--- src/rtl/cmp_sched_pkg.sv ---
// Shared definitions for cmp_sched: op codes, FSM encoding and the compare function.
package cmp_sched_pkg;

  localparam logic [2:0] OP_LE = 3'd0;
  localparam logic [2:0] OP_LT = 3'd1;
  localparam logic [2:0] OP_GE = 3'd2;
  localparam logic [2:0] OP_GT = 3'd3;
  localparam logic [2:0] OP_EQ = 3'd4;
  localparam logic [2:0] OP_NE = 3'd5;

  // Widest operand the compare function accepts; callers pre-extend narrower operands.
  localparam int MAX_W = 32;

  typedef enum logic [1:0] {IDLE, CMP, RESP} state_t;

  // Returns {err, result}. One extra bit of headroom makes the signed/unsigned compare uniform.
  function automatic logic [1:0] cmp_eval(input logic [MAX_W-1:0] a,
                                          input logic [MAX_W-1:0] b,
                                          input logic [2:0]       op,
                                          input logic             sgn);
    logic signed [MAX_W:0] ax;
    logic signed [MAX_W:0] bx;
    logic                  lt;
    logic                  eq;
    logic [1:0]            r;
    ax = {sgn & a[MAX_W-1], a};
    bx = {sgn & b[MAX_W-1], b};
    lt = (ax < bx);
    eq = (ax == bx);
    case (op)
      OP_LE:   r = {1'b0, lt | eq};
      OP_LT:   r = {1'b0, lt};
      OP_GE:   r = {1'b0, ~lt};
      OP_GT:   r = {1'b0, ~(lt | eq)};
      OP_EQ:   r = {1'b0, eq};
      OP_NE:   r = {1'b0, ~eq};
      default: r = 2'b10;
    endcase
    return r;
  endfunction

endpackage

--- src/rtl/cmp_sched_if.sv ---
// Request/response bundle between the requesters, the consumer and cmp_sched.
interface cmp_sched_if #(
  parameter int N_REQ = 4,
  parameter int WIDTH = 8,
  parameter int ID_W  = $clog2(N_REQ)
);
  logic [N_REQ-1:0]       req_valid;
  logic [N_REQ-1:0]       req_ready;
  logic [N_REQ*WIDTH-1:0] req_a;
  logic [N_REQ*WIDTH-1:0] req_b;
  logic [N_REQ*3-1:0]     req_op;
  logic [N_REQ-1:0]       req_signed;
  logic                   rsp_valid;
  logic                   rsp_ready;
  logic [ID_W-1:0]        rsp_id;
  logic                   rsp_result;
  logic                   rsp_err;

  modport master (
    output req_valid, req_a, req_b, req_op, req_signed, rsp_ready,
    input  req_ready, rsp_valid, rsp_id, rsp_result, rsp_err
  );

  modport slave (
    input  req_valid, req_a, req_b, req_op, req_signed, rsp_ready,
    output req_ready, rsp_valid, rsp_id, rsp_result, rsp_err
  );
endinterface

--- src/rtl/cmp_sched_rr_arb.sv ---
// Combinational round-robin arbiter: first asserted request at or above ptr, wrapping at N_REQ.
module cmp_sched_rr_arb #(
  parameter int N_REQ = 4,
  parameter int ID_W  = $clog2(N_REQ)
) (
  input  logic [N_REQ-1:0] req,
  input  logic [ID_W-1:0]  ptr,
  output logic [N_REQ-1:0] grant,
  output logic [ID_W-1:0]  grant_id
);

  always_comb begin
    logic            found;
    int              idx;
    logic [ID_W-1:0] idx_v;
    grant    = '0;
    grant_id = '0;
    found    = 1'b0;
    idx      = 0;
    idx_v    = '0;
    for (int i = 0; i < N_REQ; i++) begin
      idx = int'(ptr) + i;
      if (idx >= N_REQ) idx = idx - N_REQ;
      idx_v = ID_W'(idx);
      if (!found && req[idx_v]) begin
        found        = 1'b1;
        grant[idx_v] = 1'b1;
        grant_id     = idx_v;
      end
    end
  end

endmodule

--- src/rtl/cmp_sched.sv ---
// Shares one registered comparator among N_REQ requesters (IDLE -> CMP -> RESP).
// Optional hit/error counters are built when CMP_SCHED_STATS_EN is defined.
module cmp_sched
  import cmp_sched_pkg::*;
#(
  parameter int N_REQ = 4,
  parameter int WIDTH = 8,
  parameter int ID_W  = $clog2(N_REQ)
) (
  input  logic             clk,
  input  logic             rst,
  cmp_sched_if.slave       bus
`ifdef CMP_SCHED_STATS_EN
  ,
  output logic [15:0]      true_count,
  output logic [7:0]       err_count
`endif
);

  state_t            state;
  logic [ID_W-1:0]   ptr;
  logic [ID_W-1:0]   ptr_nxt;
  logic [N_REQ-1:0]  grant;
  logic [ID_W-1:0]   grant_id;
  logic [WIDTH-1:0]  a_p0;
  logic [WIDTH-1:0]  b_p0;
  logic [2:0]        op_p0;
  logic              sgn_p0;
  logic [1:0]        cmp_res;

  function automatic logic [MAX_W-1:0] ext(input logic [WIDTH-1:0] v, input logic s);
    logic [MAX_W-1:0] r;
    r = MAX_W'(v);
    for (int k = WIDTH; k < MAX_W; k++) r[k] = s & v[WIDTH-1];
    return r;
  endfunction

  cmp_sched_rr_arb #(.N_REQ(N_REQ), .ID_W(ID_W)) u_arb (
    .req      (bus.req_valid),
    .ptr      (ptr),
    .grant    (grant),
    .grant_id (grant_id)
  );

  // Grant is visible only while idle and out of reset, so ready is never asserted during rst.
  assign bus.req_ready = (state == IDLE && !rst) ? grant : '0;
  assign ptr_nxt       = (grant_id == ID_W'(N_REQ - 1)) ? '0 : grant_id + ID_W'(1);
  assign cmp_res       = cmp_eval(ext(a_p0, sgn_p0), ext(b_p0, sgn_p0), op_p0, sgn_p0);

  // Stage p0: operand capture at accept
  always_ff @(posedge clk) begin
    if (state == IDLE && |grant) begin
      a_p0   <= bus.req_a[int'(grant_id)*WIDTH +: WIDTH];
      b_p0   <= bus.req_b[int'(grant_id)*WIDTH +: WIDTH];
      op_p0  <= bus.req_op[int'(grant_id)*3 +: 3];
      sgn_p0 <= bus.req_signed[grant_id];
    end
  end

  always_ff @(posedge clk or posedge rst) begin
    if (rst) begin
      state          <= IDLE;
      ptr            <= '0;
      bus.rsp_valid  <= 1'b0;
      bus.rsp_id     <= '0;
      bus.rsp_result <= 1'b0;
      bus.rsp_err    <= 1'b0;
    end else begin
      case (state)
        IDLE: begin
          if (|grant) begin
            ptr        <= ptr_nxt;
            bus.rsp_id <= grant_id;
            state      <= CMP;
          end
        end
        // Stage p1: compare result registered onto the response channel
        CMP: begin
          bus.rsp_result <= cmp_res[0];
          bus.rsp_err    <= cmp_res[1];
          bus.rsp_valid  <= 1'b1;
          state          <= RESP;
        end
        RESP: begin
          if (bus.rsp_ready) begin
            bus.rsp_valid <= 1'b0;
            state         <= IDLE;
          end
        end
        default: state <= IDLE;
      endcase
    end
  end

`ifdef CMP_SCHED_STATS_EN
  always_ff @(posedge clk or posedge rst) begin
    if (rst) begin
      true_count <= '0;
      err_count  <= '0;
    end else if (bus.rsp_valid && bus.rsp_ready) begin
      if (!bus.rsp_err && bus.rsp_result && true_count != 16'hFFFF)
        true_count <= true_count + 16'd1;
      if (bus.rsp_err && err_count != 8'hFF)
        err_count <= err_count + 8'd1;
    end
  end
`endif

endmodule
--- src/flat_wrapper.sv ---
// flat-port wrapper written by rule: the top's interface ports become plain ports
module cmp_sched_flat import cmp_sched_pkg::*;
#(
  parameter int N_REQ = 4,
  parameter int WIDTH = 8,
  parameter int ID_W  = $clog2(N_REQ)
)
  (clk, rst, bus_req_valid, bus_req_a, bus_req_b, bus_req_op, bus_req_signed, bus_rsp_ready, bus_req_ready, bus_rsp_valid, bus_rsp_id, bus_rsp_result, bus_rsp_err);
  cmp_sched_if #(.N_REQ(N_REQ), .WIDTH(WIDTH), .ID_W(ID_W)) bus_i ();
  input  logic clk;
  input  logic rst;
  input wire logic [$bits(bus_i.req_valid)-1:0] bus_req_valid;
  input wire logic [$bits(bus_i.req_a)-1:0] bus_req_a;
  input wire logic [$bits(bus_i.req_b)-1:0] bus_req_b;
  input wire logic [$bits(bus_i.req_op)-1:0] bus_req_op;
  input wire logic [$bits(bus_i.req_signed)-1:0] bus_req_signed;
  input wire logic [$bits(bus_i.rsp_ready)-1:0] bus_rsp_ready;
  output wire logic [$bits(bus_i.req_ready)-1:0] bus_req_ready;
  output wire logic [$bits(bus_i.rsp_valid)-1:0] bus_rsp_valid;
  output wire logic [$bits(bus_i.rsp_id)-1:0] bus_rsp_id;
  output wire logic [$bits(bus_i.rsp_result)-1:0] bus_rsp_result;
  output wire logic [$bits(bus_i.rsp_err)-1:0] bus_rsp_err;
  assign bus_i.req_valid = bus_req_valid;
  assign bus_i.req_a = bus_req_a;
  assign bus_i.req_b = bus_req_b;
  assign bus_i.req_op = bus_req_op;
  assign bus_i.req_signed = bus_req_signed;
  assign bus_i.rsp_ready = bus_rsp_ready;
  assign bus_req_ready = bus_i.req_ready;
  assign bus_rsp_valid = bus_i.rsp_valid;
  assign bus_rsp_id = bus_i.rsp_id;
  assign bus_rsp_result = bus_i.rsp_result;
  assign bus_rsp_err = bus_i.rsp_err;
  cmp_sched #(.N_REQ(N_REQ), .WIDTH(WIDTH), .ID_W(ID_W)) u_core (.clk(clk), .rst(rst), .bus(bus_i));
endmodule
--- config.mk ---
export PLATFORM = sky130hd
export DESIGN_NAME = cmp_sched_flat
export DESIGN_NICKNAME = d
export VERILOG_FILES = /design/src/rtl/cmp_sched_pkg.sv /design/src/rtl/cmp_sched_if.sv /design/src/rtl/cmp_sched_rr_arb.sv /design/src/rtl/cmp_sched.sv /design/src/flat_wrapper.sv
export SDC_FILE = /design/constraint.sdc
export NUM_CORES = 1
export LEC_CHECK = 0
export BUFFER_PORTS_ARGS = -buffer_cell sky130_fd_sc_hd__buf_2
export CAP_MARGIN = 40
export CORE_UTILIZATION = 35
export CTS_CLUSTER_DIAMETER = 80
export DETAILED_ROUTE_END_ITERATION = 6
export MAX_ROUTING_LAYER = met4
export PLACE_DENSITY = 0.67
export SLEW_MARGIN = 20
export SYNTH_ARGS = -nofsm -noshare
export SYNTH_HDL_FRONTEND = slang
export SYNTH_SLANG_ARGS = --single-unit
--- constraint.sdc ---
create_clock -name clk -period 4.02 [get_ports clk]
set_input_delay 0.804 -clock clk [delete_from_list [all_inputs] [get_ports clk]]
set_output_delay 0.804 -clock clk [all_outputs]
set_load 0.01 [all_outputs]
## Yosys cells after proc, flatten, opt, wreduce, memory -nomap -nowiden

Cells that the tools add are included.

- Bits in latches: 0
- Bits of input ports: 87
- Register bits: 29
- Memories kept: 0
- Word-level logic and storage cells: 119
- Output and inout bits: 9
- Memory bits (writable): 0
- ROM bits: 0

- Equal/unequal tests: 11
- Reductions and logical operators: 20
- Mux-type cells: 41
- Shifts and indexed selects: 3
- Bitwise operators: 11
- Div/mod/pow operators: 0
- Multiply operators: 1
- $add $sub $neg: 8
- $lt $le $gt $ge: 14

Operators with widths:

| cell | number |
|---|---|
| indexed part select 32 x 6 -> 8 bit | 2 |
| equality test 33 bit | 1 |
| < comparator 33 bit | 1 |
| indexed part select 12 x 32 -> 3 bit | 1 |
| two-way mux 2 bit | 11 |
| two-way mux 4 bit | 5 |
| < comparator 2 x 3 -> 1 bit (second input constant) | 5 |
| two-way mux 1 bit | 13 |
| OR 4 bit | 3 |
| case mux 2 bit (6 select lines) | 1 |
| binary-select mux 1 bit (select 2 bit) | 5 |
| greater-or-equal comparator 3 bit (second input constant) | 3 |
| logical AND 1 bit | 9 |
| demux 1 bit (select 2 bit) | 4 |
| greater-or-equal comparator 2 x 1 -> 1 bit (second input constant) | 4 |
| subtractor 2 x 1 -> 2 bit (second input constant) | 4 |
| adder 2 x 2 -> 3 bit (second input constant) | 2 |
| equality test 3 x 2 -> 1 bit (second input constant) | 2 |
| equality test 3 bit (second input constant) | 2 |
| case mux 2 bit (3 select lines) | 1 |
| AND reduction 2 bit | 3 |
| AND 1 bit | 4 |
| equality test 2 bit (second input constant) | 2 |
| zero test 1 bit | 4 |
| other kinds (14) | 17 |

## Logic depth before layout (Yosys ltp)

Gate-level depths: netlist of the first run.

- Depth in word-level cells: 17
- Mapped depth: 12
- Gate-level depth less buffers: 9

## Hierarchy

From an unflattened synthesis of the first run, not the netlist that was laid out.

- Cells, all modules: 187
- Area, all modules: 2264.7 µm²

Modules (own cells, without submodules):

| module | area each (µm²) | instances | seq. area each (µm²) | cells each |
|---|---|---|---|---|
| cmp_sched | 1775.5 | 1 | 825.8 | 122 |
| cmp_sched_rr_arb | 489.2 | 1 | 0.0 | 65 |

## Worst setup path after synthesis of the first run

Ideal clock, no wire load.

- Path kind: flip-flop to flip-flop
- From: register with a tool-made name
- To: register u_core.a_p0[0] (enable)
- Required time: 3.592 ns
- Path slack: -0.356 ns
- Library setup time: 0.428 ns
- Arrival: 3.948 ns
- Path buffers: 2
- Clock period less this slack: 4.376 ns
- Cell stages (with the launch flop): 11
- Path through: dfrtp_1 buf_2 inv_2 ha_1 buf_2 mux2_2 mux2i_1 a2111oi_0 nor4bb_1 o2111a_2 a211oi_1

RTL lines:

| item | line | RTL |
|---|---|---|
| to (signal assigned) | cmp_sched.sv:53 | `a_p0 <= bus.req_a[int'(grant_id)*WIDTH +: WIDTH];` |
| to (decl) | cmp_sched.sv:25 | `logic [WIDTH-1:0] a_p0;` |

## Worst setup path in the final report of the first run

- From: register u_core.ptr[1]
- To: output port bus_req_ready[2]

- Longest elaborated chain between the ends: 15
- Elaborated cells on any way between the ends: 60
- Those cells by class: add/sub (7); order compare (12); mux (28); bitwise (3); reduce/logical (10)

Ends and longest elaborated chain:

| item | line | RTL |
|---|---|---|
| from (decl) | cmp_sched.sv:21 | `logic [ID_W-1:0] ptr;` |
| from (signal assigned) | cmp_sched.sv:72 | `ptr <= ptr_nxt;` |
| branches (longest 13 deep; another with adder 2 x 1 -> 3 bit) | -- |  |
| two-way mux 4 bit * | cmp_sched_rr_arb.sv:25 | `if (!found && req[idx_v]) begin` |
| two-way mux 4 bit * | cmp_sched.sv:46 | `assign bus.req_ready = (state == IDLE && !rst) ? grant : '0;` |
| to (decl) | flat_wrapper.sv:18 | `output wire logic [$bits(bus_i.req_ready)-1:0] bus_req_ready;` |

Every way passes the cells marked *. The select of a mux whose other input is x is not followed.

==> summary.txt, run 1 <==
Outcome -> finished, final reports clean
Number of H-tree levels -> 2
Via count of the routed design -> 2136
Port Buffer Count -> 95
TritonCTS clock tree -> built
Final routed wirelength across all metal layers -> 5.29 mm
Most used DFF post-synth -> sky130_fd_sc_hd__edfxtp_1
Met2 wire len -> 2.57 mm
Slew at the pin with the worst max-slew slack -> 774 ps
Post-synthesis cell type count -> 47
Met1 WL -> 2.42 mm
Number of nets at the end of the flow -> 440
Vias in the first global route -> 1982
Max_cap viols -> 0
Starting density of the core -> 37.0%
Source-to-sink clock delay at the later pin of the worst-skew pair -> 270 ps
Startpoint types -> flip-flop
CP Cell Sequence -> inv_1 > ha_1 > nand2_1 > o22ai_1 > a32oi_1 > o21ai_1 > nand2_1 > a21oi_1 > buf_2
Pleak -> 0.00155 µW
Max Clock Freq -> 276 MHz
Amount of wire on met3 after detailed routing -> 236 µm
Post-synthesis instance total -> 244
Via density per instance -> 4.91
Peak supply drop -> 313 µV
Top cells by area in the synthesized netlist -> sky130_fd_sc_hd__mux2i_1 (27%), sky130_fd_sc_hd__edfxtp_1 (24%), sky130_fd_sc_hd__dfrtp_1 (8.8%)
Final TNS setup -> 0 ps
# fillers -> 678
Setup slack of the critical path after layout -> 391 ps
Synth area leader -> sky130_fd_sc_hd__mux2i_1
Crit-path slowest cell -> sky130_fd_sc_hd__o21ai_1
Initial antenna violation count -> 0
Critical Path Max Stage Delay -> 630 ps
Synth cell count leaders -> sky130_fd_sc_hd__mux2i_1 (69), sky130_fd_sc_hd__edfxtp_1 (20), sky130_fd_sc_hd__nand2_1 (19)
Die ar. -> 7640 µm²
Final number of setup-violating endpoints -> 0
Sw frac -> 43.0%
Share of the clock period used by the worst path after layout -> 90.3%
Netlist Area Pre-Place -> 2550 µm²
Synthesized net count -> 345
Synthesized flop and latch total -> 29
Number of buffers created by CTS -> 5
Warning count from the yosys run -> 0
Iteration-0 DRC Markers -> 65
Post-synth EDFFs -> 20
Clock net sink count -> 29
Highest layer used for signal routing -> met4
Part of the power in the clock network -> 7.4%
WL per Instance -> 12.1 µm
Synth top area share -> 27.1%
Count of hold buffers inserted by post-cts repair -> 0
Cell type with the highest occurrence count on the critical path -> sky130_fd_sc_hd__nand2_1
Ys async rst share -> 31.0%
Cell family with the largest share of critical-path delay -> compound AO/OA/AOI/OAI gates
Global-route wire length before repair -> 8.44 mm
Final clock skew -> 3.82 ps
Number of slew-limit violations in the final report -> 0
Most frequent cell after synthesis -> sky130_fd_sc_hd__mux2i_1
Root buffer cell -> sky130_fd_sc_hd__clkbuf_8
Overflow left after global routing -> 0
Global placer's final weighted congestion -> 0.865
Number of nets still failing antenna checks after routing -> 0
Power share of the sequential group -> 23.9%
Sw Pwr -> 1240 µW
Arrival time at the worst endpoint -> 2820 ps
Required @ worst endpoint -> 3220 ps
Diode count -> 0
Clock transition at the registers of the reported paths -> 60 ps
Relative contribution of combinational cells to total power -> 68.7%
Minimum clock period -> 3630 ps
Die Y-Extent -> 87.4 µm
DRC -> 0
Crit path buf inv count -> 2
Final Hold Slack -> 476 ps
Classification of the worst-slack hold path -> reg2reg
PD cells -> 896 nW/µm²
Ports -> 96
RSZ-0062 raised after global routing -> false
Detailed-router iteration count before antenna repair -> 4
GRT Resource Usage Total -> 14.5%
Syn Area/Cell -> 10.5 µm²
Final hold viol count -> 0
Cell Int Power -> 1650 µW
Fraction of layout cells with a size suffix above 1 -> 36.0%
Core area -> 6910 µm²
Start-to-end type of the worst setup path -> reg2out
X dimension of the die -> 87.4 µm
Worst slack after detailed placement -> 435 ps
Endpoint kind of the worst setup timing path -> output port
HPWL reported at the end of detailed placement -> 4.15 mm
Max-Slew Margin vs Limit -> 48.0%
Worst-path maximum fanout -> 11
Area delta synth->final -> 26.2%
Max Root-Sink Buffers -> 2
Sequential share of the synthesized area -> 32.4%
Placement Rows -> 30
Largest net degree at the start of global routing -> 22
path summary, 6_finish.rpt:
kind | from | end | slack [ps] | cells past startpoint
max | u_core.ptr[1]$_DFFE_PP0P_ | bus_req_ready[2] | 390 | 9
min | u_core.bus.rsp_result$_DFFE_PP0P_ | u_core.bus.rsp_result$_DFFE_PP0P_ | 480 | 2
max reg2reg | u_core.ptr[1]$_DFFE_PP0P_ | u_core.b_p0[3]$_DFFE_PP_ | 570 | 9
min reg2reg | u_core.bus.rsp_result$_DFFE_PP0P_ | u_core.bus.rsp_result$_DFFE_PP0P_ | 480 | 2
max in group asynchronous | rst | u_core.ptr[1]$_DFFE_PP0P_ | 3260 | 2
min in group asynchronous | rst | asynchronous set/reset pin | 490 | 2
cells in the final DEF (no fill, tap or decap), types with 3 or more instances in the layout:
cell type / count
sky130_fd_sc_hd__mux2i_1: 69
sky130_fd_sc_hd__o21ai_0: 9
sky130_fd_sc_hd__buf_2: 95
sky130_fd_sc_hd__clkbuf_8: 5
sky130_fd_sc_hd__dfrtp_1: 8
sky130_fd_sc_hd__buf_4: 5
sky130_fd_sc_hd__nand2_1: 19
sky130_fd_sc_hd__a21oi_1: 9
sky130_fd_sc_hd__mux2_2: 6
sky130_fd_sc_hd__o22ai_1: 3
sky130_fd_sc_hd__ha_1: 14
sky130_fd_sc_hd__nor2_1: 6
sky130_fd_sc_hd__mux4_2: 3
sky130_fd_sc_hd__nand4_1: 3
sky130_fd_sc_hd__edfxtp_1: 20
sky130_fd_sc_hd__nor2b_1: 3
sky130_fd_sc_hd__inv_1: 14
sky130_fd_sc_hd__nand3_1: 3
sky130_fd_sc_hd__nand2b_1: 6
per-layer routing:
layer,track usage [%],vias to the layer above
li1,-,1104
met1,17.8,956
met2,23.4,69
met3,2.84,7
met4,5.96,0
met5,-,-
worst register-to-register path, stage by stage, from the launching register on:
cell and delay (ps):
sky130_fd_sc_hd__dfrtp_2 510, sky130_fd_sc_hd__inv_1 130, sky130_fd_sc_hd__ha_1 460, sky130_fd_sc_hd__mux2_2 400, sky130_fd_sc_hd__mux2i_1 420, sky130_fd_sc_hd__a2111oi_0 180, sky130_fd_sc_hd__nor4bb_1 170, sky130_fd_sc_hd__o2111a_2 310
sky130_fd_sc_hd__a211oi_4 240, sky130_fd_sc_hd__buf_4 300
layout make-up:
cell class	count	area, µm²	share of cell area (%)
clock buffer	6	72.6	2.25
sequential	29	827	25.7
multi-input combinational	187	1620	50.4
timing repair buffer	101	517	16.0
inverter	15	56.3	1.75
tap	96	120	3.73
clock inverter	1	3.75	0.117
stage by stage:
step,total power [µW],instances,utilization [%],area (µm²)
2_1_floorplan,2280,244,-,2560
3_3_place_gp,2680,427,45.5,3140
3_5_place_dp,2700,427,45.5,3140
4_1_cts,2920,434,46.6,3220
5_1_grt,3160,435,46.6,3220
6_report,2890,435,46.6,3220
power groups by stage:
stage                     logic, µW  registers, µW  clock network [µW]
after floorplan                1600            677                   0
after global placement         1990            692                   0
after detailed placement       2000            698                   0
after CTS                      2010            691                 222
after global routing           2210            715                 235
final                          1980            691                 213
repair_timing:
action,4_1_cts,5_1_grt
setup buffers,0,0
endpoints found under the setup margin,0,3
gates resized for setup,0,1
logic make-up (layout without fill, tap and decap cells):
group	count (synthesis)	count (layout)	synth area share [%]
flip-flops	29	29	32.4
buffers and inverters	28	123	5.20
XOR/XNOR	1	1	0.343
multiplexers	78	78	32.4
AO/OA/AOI/OAI	44	44	13.0
adder cells (fa/ha/maj)	14	14	6.86
AND/OR/NAND/NOR	50	50	9.90
flip-flops by register name, indices dropped and copies added, names as in the netlist, named ones only:
register,flops
u_core.state,2
u_core.ptr,1
u_core.bus.rsp_result,1
u_core.bus.rsp_err,1
u_core.op_p0,3
u_core.sgn_p0,1
u_core.bus.rsp_id,2
u_core.b_p0,8
u_core.a_p0,8
u_core.bus.rsp_valid,1
Note: power is estimated with default switching activity, not from simulation.
==> run 2: changes to the inputs <==
--- a/config.mk
+++ b/config.mk
@@ -7,11 +7,11 @@
 export LEC_CHECK = 0
 export BUFFER_PORTS_ARGS = -buffer_cell sky130_fd_sc_hd__buf_2
 export CAP_MARGIN = 40
-export CORE_UTILIZATION = 35
+export CORE_UTILIZATION = 45
 export CTS_CLUSTER_DIAMETER = 80
 export DETAILED_ROUTE_END_ITERATION = 6
 export MAX_ROUTING_LAYER = met4
-export PLACE_DENSITY = 0.67
+export PLACE_DENSITY = 0.82
 export SLEW_MARGIN = 20
 export SYNTH_ARGS = -nofsm -noshare
 export SYNTH_HDL_FRONTEND = slang
==> summary.txt, run 2 (synthesized netlist as in run 1, its figures left out) <==
Outcome -> complete, but fails checks
Violated checks -> DRC
Global-route wire length before repair -> 8.78 mm
Startpoint types -> flip-flop
GRT Resource Usage Total -> 18.9%
Number of nets still failing antenna checks after routing -> 0
Max-Slew Margin vs Limit -> 57.5%
Share of the clock period used by the worst path after layout -> 93.9%
Worst slack after detailed placement -> 481 ps
Final hold viol count -> 0
Largest net degree at the start of global routing -> 36
RR Endpoint -> u_core.a_p0[6]$_DFFE_PP_
Postcts setup bufs -> 0
Starting density of the core -> 46.6%
Post-layout power -> 2960 µW
Classification of the worst-slack hold path -> reg2reg
Most frequent cells in the layout -> sky130_fd_sc_hd__buf_2 (95), sky130_fd_sc_hd__mux2i_1 (69), sky130_fd_sc_hd__edfxtp_1 (20), sky130_fd_sc_hd__nand2_1 (19)
Most common cell after layout, fill and taps aside -> sky130_fd_sc_hd__buf_2
Peak supply drop -> 562 µV
Final routed wirelength across all metal layers -> 5.27 mm
Die Y-Extent -> 77.3 µm
Final TNS setup -> 0 ps
Number of slew-limit violations in the final report -> 0
Iteration-0 DRC Markers -> 125
Worst r2r path cells -> 9
Crit path buf inv count -> 2
Pleak -> 0.00156 µW
Critical path depth -> 8
Core area -> 5470 µm²
Die ar. -> 5980 µm²
Area delta synth->final -> 26.0%
Required @ worst endpoint -> 3220 ps
Final number of setup-violating endpoints -> 0
Reg2reg setup slack -> 420 ps
Worst-path maximum fanout -> 11
HPWL reported at the end of detailed placement -> 4.12 mm
Root buffer cell -> sky130_fd_sc_hd__clkbuf_8
Source-to-sink clock delay at the later pin of the worst-skew pair -> 280 ps
Launching instance or port of the critical path -> u_core.ptr[1]$_DFFE_PP0P_
Clock transition at the registers of the reported paths -> 60 ps
Clock net sink count -> 29
Number of H-tree levels -> 2
Global placer's final weighted congestion -> 0.877
X dimension of the die -> 77.3 µm
Minimum clock period -> 3770 ps
Via count of the routed design -> 2184
Placement Rows -> 27
Overflow left after global routing -> 0
Arrival time at the worst endpoint -> 2970 ps
Endpoint kind of the worst setup timing path -> output port
Vias in the first global route -> 1974
RR Startpoint -> u_core.ptr[1]$_DFFE_PP0P_
Crit-path slowest cell -> sky130_fd_sc_hd__dfrtp_1
CP Cell Sequence -> inv_1 > ha_1 > mux2_2 > mux2i_1 > a2111o_1 > o21ai_0 > a21oi_1 > buf_2
Via density per instance -> 5.30
Initial antenna violation count -> 0
Endpoint of the most critical setup path -> bus_req_ready[1]
Slew at the pin with the worst max-slew slack -> 629 ps
Max Root-Sink Buffers -> 2
PD cells -> 919 nW/µm²
Number of nets at the end of the flow -> 440
Max Clock Freq -> 265 MHz
Port Buffer Count -> 95
WL per Instance -> 12.8 µm
Final clock skew -> 4.92 ps
Ports -> 96
Start-to-end type of the worst setup path -> reg2out
Detailed-router iteration count before antenna repair -> 7
Fraction of layout cells with a size suffix above 1 -> 36.8%
RSZ-0062 raised after global routing -> false
Max_cap viols -> 0
Hold_sp -> u_core.bus.rsp_result$_DFFE_PP0P_
Cell family with the largest share of critical-path delay -> multiplexers
TritonCTS clock tree -> built
Leading registers by flop count -> u_core.a_p0: 8 flops, u_core.b_p0: 8 flops, u_core.op_p0: 3 flops
Diode count -> 0
DRC -> 2
Number of buffers created by CTS -> 5
Setup slack of the critical path after layout -> 247 ps
Critical Path Max Stage Delay -> 620 ps
-- run 2: per-stage QoR --
step	std cells	instance area (µm²)	hold slack (ps)	util, %
2_1_floorplan	244	2560	514	-
3_3_place_gp	403	3120	456	57.0
3_5_place_dp	403	3120	468	57.0
4_1_cts	411	3210	481	58.6
5_1_grt	412	3220	495	58.8
6_report	412	3220	479	58.8
-- run 2: report_power, final --
| part | total, µW | internal, µW | switching, µW |
|---|---|---|---|
| logic | 2040 | 970 | 1060 |
| registers | 694 | 587 | 108 |
| clock network | 226 | 119 | 107 |
| total | 2960 | 1680 | 1280 |
-- run 2: area by class of cell --
cell class / instances / area (µm²)
fillers: 483 / 2260
multi-input cells: 187 / 1630
flip-flops and latches: 29 / 826
repair buffers: 101 / 529
well taps: 72 / 90.1
clock buffers: 5 / 68.8
inverters: 15 / 56.3
clock inverters: 3 / 17.5
-- run 2: how the worst min path moves through the flow --
stage / end / slack (ps) / cells past startpoint
final: u_core.bus.rsp_result$_DFFE_PP0P_ / 480 / 2
after global routing: u_core.bus.rsp_result$_DFFE_PP0P_ / 490 / 2
after CTS: u_core.bus.rsp_result$_DFFE_PP0P_ / 480 / 2
after detailed placement: u_core.bus.rsp_result$_DFFE_PP0P_ / 470 / 2
after global placement: u_core.bus.rsp_err$_DFFE_PP0P_ / 460 / 2
after floorplan: u_core.bus.rsp_err$_DFFE_PP0P_ / 510 / 2
-- run 2: what timing repair did --
item / in CTS / in global routing
resized for setup: 0 / 1
hold buffers: 0 / 0
endpoints found under the hold margin: 0 / 0
setup endpoints to repair: 0 / 2
-- run 2: worst min-delay path, stage by stage, from the launching register on --
cell	delay (ps)
sky130_fd_sc_hd__dfrtp_1	340
sky130_fd_sc_hd__nand2_1	40
sky130_fd_sc_hd__o21ai_0	60
-- run 2: per-layer routing --
layer / vias up / part of all wire [%] / GRT usage, %
li1: 1109 / - / -
met1: 1006 / 46 / 23.9
met2: 65 / 50 / 31.0
met3: 4 / 3.9 / 3.57
met4: 0 / 0.51 / 4.53
met5: - / 0 / -
